**src/rtl/barcode_tx.sv**
```systemverilog
// Pulse-width barcode serializer: one start cell then 8 data cells (MSB first), then an idle gap.
// All timing scales with a period latched when the frame is accepted.
module barcode_tx #(
    parameter int unsigned PW    = 22,
    parameter int unsigned MIN_P = 8
) (
    input  logic          clk,
    input  logic          rst,
    input  logic          send,
    input  logic [7:0]    id,
    input  logic [PW-1:0] period,
    output logic          BC,
    output logic          busy,
    output logic          done
);

    typedef enum logic [2:0] {
        StIdle,
        StStartLo,
        StStartHi,
        StBitLo,
        StBitHi,
        StGap
    } state_t;

    localparam logic [PW-1:0] MinP   = PW'(MIN_P);
    localparam logic [PW-1:0] OneP   = PW'(1);
    localparam logic [PW:0]   OneX   = (PW+1)'(1);

    state_t        r_state;
    logic [PW-1:0] r_timer;
    logic [2:0]    r_bitcnt;
    logic [7:0]    r_shift;
    logic [PW-1:0] r_peff;
    logic [PW-1:0] r_half;

    logic [PW-1:0] w_peff_req;
    logic          w_tmr_zero;
    logic          w_lo_bit;
    logic [PW:0]   w_peff_x;
    logic [PW:0]   w_half_x;
    logic [PW:0]   w_lo_len;
    logic [PW:0]   w_hi_len;
    logic [PW-1:0] w_lo_load;
    logic [PW-1:0] w_hi_load;

    assign w_peff_req = (period < MinP) ? MinP : period;
    assign w_tmr_zero = (r_timer == '0);
    assign w_peff_x   = {1'b0, r_peff};
    assign w_half_x   = {1'b0, r_half};

    // The low segment about to start belongs to the next bit after a shift when leaving BIT_HI.
    assign w_lo_bit  = (r_state == StBitHi) ? r_shift[6] : r_shift[7];
    assign w_lo_len  = w_lo_bit ? w_half_x : (w_peff_x + w_half_x);
    assign w_hi_len  = r_shift[7] ? ((w_peff_x << 1) - w_half_x) : (w_peff_x - w_half_x);
    assign w_lo_load = PW'(w_lo_len - OneX);
    assign w_hi_load = PW'(w_hi_len - OneX);

    always_ff @(posedge clk or posedge rst) begin
        if (rst) begin
            r_state  <= StIdle;
            r_timer  <= '0;
            r_bitcnt <= '0;
            r_shift  <= '0;
            r_peff   <= '0;
            r_half   <= '0;
            BC       <= 1'b1;
            busy     <= 1'b0;
            done     <= 1'b0;
        end else begin
            done <= 1'b0;
            case (r_state)
                StIdle: begin
                    BC   <= 1'b1;
                    busy <= 1'b0;
                    if (send) begin
                        r_shift  <= id;
                        r_peff   <= w_peff_req;
                        r_half   <= w_peff_req >> 1;
                        r_timer  <= w_peff_req - OneP;
                        r_bitcnt <= '0;
                        BC       <= 1'b0;
                        busy     <= 1'b1;
                        r_state  <= StStartLo;
                    end
                end
                StStartLo: begin
                    if (w_tmr_zero) begin
                        r_timer <= r_peff - OneP;
                        BC      <= 1'b1;
                        r_state <= StStartHi;
                    end else begin
                        r_timer <= r_timer - OneP;
                    end
                end
                StStartHi: begin
                    if (w_tmr_zero) begin
                        r_timer <= w_lo_load;
                        BC      <= 1'b0;
                        r_state <= StBitLo;
                    end else begin
                        r_timer <= r_timer - OneP;
                    end
                end
                StBitLo: begin
                    if (w_tmr_zero) begin
                        r_timer <= w_hi_load;
                        BC      <= 1'b1;
                        r_state <= StBitHi;
                    end else begin
                        r_timer <= r_timer - OneP;
                    end
                end
                StBitHi: begin
                    if (w_tmr_zero) begin
                        r_shift  <= {r_shift[6:0], 1'b0};
                        r_bitcnt <= r_bitcnt + 3'd1;
                        if (r_bitcnt == 3'd7) begin
                            r_timer <= r_peff - OneP;
                            r_state <= StGap;
                        end else begin
                            r_timer <= w_lo_load;
                            BC      <= 1'b0;
                            r_state <= StBitLo;
                        end
                    end else begin
                        r_timer <= r_timer - OneP;
                    end
                end
                StGap: begin
                    if (w_tmr_zero) begin
                        BC      <= 1'b1;
                        busy    <= 1'b0;
                        done    <= 1'b1;
                        r_state <= StIdle;
                    end else begin
                        r_timer <= r_timer - OneP;
                    end
                end
                default: begin
                    BC      <= 1'b1;
                    busy    <= 1'b0;
                    r_state <= StIdle;
                end
            endcase
        end
    end

endmodule

```
**config.mk**
```make
export PLATFORM = sky130hd
export DESIGN_NAME = barcode_tx
export DESIGN_NICKNAME = d
export VERILOG_FILES = /design/src/rtl/barcode_tx.sv
export SDC_FILE = /design/constraint.sdc
export NUM_CORES = 1
export LEC_CHECK = 0
export BUFFER_PORTS_ARGS = -buffer_cell sky130_fd_sc_hd__buf_2
export CORE_AREA = 5 5 122 124
export CTS_BUF_LIST = sky130_fd_sc_hd__clkbuf_8
export CTS_CLUSTER_SIZE = 30
export DETAILED_ROUTE_END_ITERATION = 16
export DIE_AREA = 0 0 127 129
export PLACE_DENSITY = 0.84
export SYNTH_ARGS = -nofsm -noshare
export SYNTH_HDL_FRONTEND = slang
export SYNTH_SLANG_ARGS = --single-unit
```
**constraint.sdc**
```tcl
create_clock -name clk -period 4.8 [get_ports clk]
set_input_delay 0 -clock clk [delete_from_list [all_inputs] [get_ports clk]]
set_output_delay 0 -clock clk [all_outputs]
set_load 0.01 [all_outputs]
```
==> impl_metrics.json <==
{
  "status": "finished clean",
  "num_antenna_cells": 0,
  "hold_viol": 0,
  "detailed_place_hpwl_um": 23100,
  "chipHeight_um": 129,
  "finalCritPeriodShare_pct": 90.9,
  "leading_cell_types_by_total_area_after_synthesis": "dfrtp_1 17%, ha_1 10%, nand2_1 6.8%",
  "leakage_nw": 3.86,
  "finalSetupViolCount": 0,
  "yosysWarningCount": 0,
  "syn_inst": 1234,
  "drt-pass1-iter-count": 7,
  "total_routing_resource_utilization_after_global_routing_pct": 37.2,
  "post_drt_wl_per_cell_um": 21.2,
  "nets": 1377,
  "layout-drive-gt1-share_pct": 8.32,
  "maxClockFrequency_mhz": 229,
  "numPortBuffers": 35,
  "holdCritPathClass": "in2reg",
  "synthDominantAreaCellType": "dfrtp_1",
  "rsz0062_at_grt": "no",
  "fin_worst_skew_ns": 0.00860,
  "x_dimension_of_the_die_um": 127,
  "syn_area_sq_um": 8850,
  "synth_top_cell_area_share_pct": 17.0,
  "drt-total-wl_um": 30800,
  "grt_antenna_before_repair": 0,
  "drc_errors": 0,
  "grt_start_max_net_pins": 55,
  "cts-root-buf": "clkbuf_8",
  "finalMaxSlewViolations": 0,
  "cap_viol_max_count": 0,
  "synth_edf_count": 0,
  "first_global_vias": 9231,
  "dr.first_iter.drc_count": 1253,
  "place.gp.congestion": 1.05,
  "wire_length_of_the_first_global_routing_pass_um": 49000,
  "cts_sinks": 61,
  "drt-vias-per-instance": 6.93,
  "initial_utilization_pct": 64.8,
  "synth_seq_cells": 61,
  "timing.setup.tns_ns": 0,
  "clock_insertion_delay_worst_skew_ns": 0.38,
  "fp-row-count": 43,
  "post_synth.cell_area_avg_sq_um": 7.17,
  "mappedNetlistNets": 1342,
  "slew_headroom_pct": 33.1,
  "power_density_nw_per_um2": 387,
  "cts-htree-levels": 3,
  "post_cts_buffers": 0,
  "yosys.cell_types.count": 87,
  "cp_arrival_ns": 4.60,
  "worst_ep_required_time_ns": 5.04,
  "top_level_ports": 36,
  "synthArstFlopShare_pct": 100,
  "vias": 10071,
  "vdd_drop_max_mv": 0.294,
  "cts.path.max_buffers": 2,
  "timing_worst_slew_pin_value_ns": 1.00,
  "flow.area_growth_from_synthesis_pct": 9.50,
  "dp_cells": 1409,
  "clk_pin_slew_worst_paths_ns": 0.08,
  "cts_tree": "built",
  "pre_cts_slack_ns": 0.563,
  "core_area_sq_um": 13700,
  "setup.worst_path.start_class": "register",
  "layoutNonFillerInstCount": 1454,
  "antenna_left": 0,
  "ys_dominant_reg_cell": "dfrtp_1",
  "fin_crit_ns": 4.36,
  "timing.critical_path.fanout_max": 9,
  "die_area_sq_um": 16400,
  "final_core_utilization_pct": 70.9,
  "timing.final.ws_setup_ns": 0.436,
  "critical_path_class": "reg2reg",
  "timing.critical_path.to_type": "register",
  "overflow": 0,
  "synth-seq-area-share_pct": 17.3,
  "tritoncts.num_buffers": 9
}
==> metrics by stage <==
step | hold slack [ns] | power, W | area (sq um)
2_1_floorplan | 0.117 | 0.00248 | 8850
3_5_place_dp | -0.105 | 0.00307 | 9180
5_1_grt | 0.0530 | 0.00398 | 9690
6_report | 0.0355 | 0.00375 | 9690
4_1_cts | 0.0267 | 0.00364 | 9690
3_3_place_gp | -0.105 | 0.00303 | 9180
==> layout by cell type (no fill, tap or decap), types with 15 or more instances in the layout <==
cell type / instances
o22ai_1: 16
a31oi_1: 22
dlygate4sd3_1: 29
nand4_1: 15
a21oi_1: 76
dfrtp_1: 60
buf_2: 35
ha_1: 73
xor2_1: 37
inv_1: 37
or3_1: 20
o21ai_0: 111
a211oi_1: 24
nand3_1: 40
xnor2_1: 60
nand2_1: 161
buf_4: 25
nor3_1: 48
nor4_1: 18
nor2_1: 103
o211ai_1: 16
==> cell type report <==
| cell class | count | area (sq um) |
|---|---|---|
| clock buffer | 9 | 124 |
| clock inverter | 7 | 98.8 |
| fill | 1193 | 3970 |
| inverter | 40 | 150 |
| multi-input combinational | 1068 | 6920 |
| sequential | 61 | 1530 |
| tap | 180 | 225 |
| timing repair buffer | 89 | 653 |
==> flip-flops by register name (all words and copies together), names as in the netlist <==
name      flops
r_peff       22
r_bitcnt      3
BC            1
busy          1
r_state       3
r_shift       8
done          1
r_timer      22
==> repair_timing <==
item / 4_1_cts / 5_1_grt
hold buffers: 29 / 0
hold endpoints to repair: 35 / 0
setup endpoints to repair: 0 / 0
resized for setup: 0 / 0
==> worst paths after layout <==
kind / start / endpoint / slack, ns / depth (start not counted)
min in group asynchronous: rst / r_bitcnt[1] / 0.05 / 3
max in group asynchronous: rst / r_peff[1] / 3.72 / 4
min: period[2] / r_peff[2] / 0.04 / 3
max: r_peff[4] / r_timer[19] / 0.44 / 12
min reg2reg: r_bitcnt[1] / r_bitcnt[1] / 0.48 / 2
max reg2reg: r_peff[4] / r_timer[19] / 0.44 / 12
==> logic make-up (layout without fill, tap and decap cells) <==
group / Yosys count / count (layout) / share of synthesized area [%]
xor+xnor: 97 / 97 / 9.60
flops: 61 / 61 / 17.3
compound gates: 397 / 397 / 29.5
buf+inv: 105 / 145 / 4.75
simple gates: 491 / 491 / 27.2
fa+ha+maj: 76 / 76 / 10.9
mux: 7 / 7 / 0.806
==> report_power, final <==
group | leakage, nW | switching, W | internal [W]
combinational | 3.01 | 0.00149 | 0.000903
clock | 0.110 | 0.000258 | 0.000295
sequential | 0.737 | 0.000166 | 0.000640
total | 3.86 | 0.00191 | 0.00184
==> metal layers <==
layer | GRT usage, % | wire length, um
met1 | 51.0 | 12900
met2 | 57.6 | 13200
met3 | 6.48 | 3230
met4 | 16.8 | 1490
met5 | 0 | 0
==> Yosys cell counts, types with 8 or more instances <==
cell	instances
a21o_1	10
nand2_1	161
o22ai_1	16
xor2_1	37
a31oi_1	22
o21a_1	11
dfrtp_1	60
or4_1	14
a22oi_1	8
buf_2	12
nand4_1	15
nand3_1	40
o31ai_1	13
nor2_1	103
a211o_1	8
a21oi_1	76
inv_1	38
or3_1	20
a2111oi_0	8
nor4_1	18
clkbuf_1	45
and2_1	12
o211ai_1	16
nor3_1	48
nand2b_1	9
a221oi_1	8
xnor2_1	60
a211oi_1	24
and3_1	13
ha_1	73
o21ai_0	111
==> critical path: stages (launching register included) <==
cell	delay [ns]
dfrtp_1	0.43
clkinv_1	0.34
ha_1	0.47
a21o_1	0.21
o21bai_2	0.26
a211o_1	0.32
a221oi_1	0.54
o211ai_1	0.31
nor4_2	0.46
nand3_1	0.28
o21a_1	0.24
o21ai_0	0.21
a31oi_1	0.15
Power figures use the tool's default switching activity.
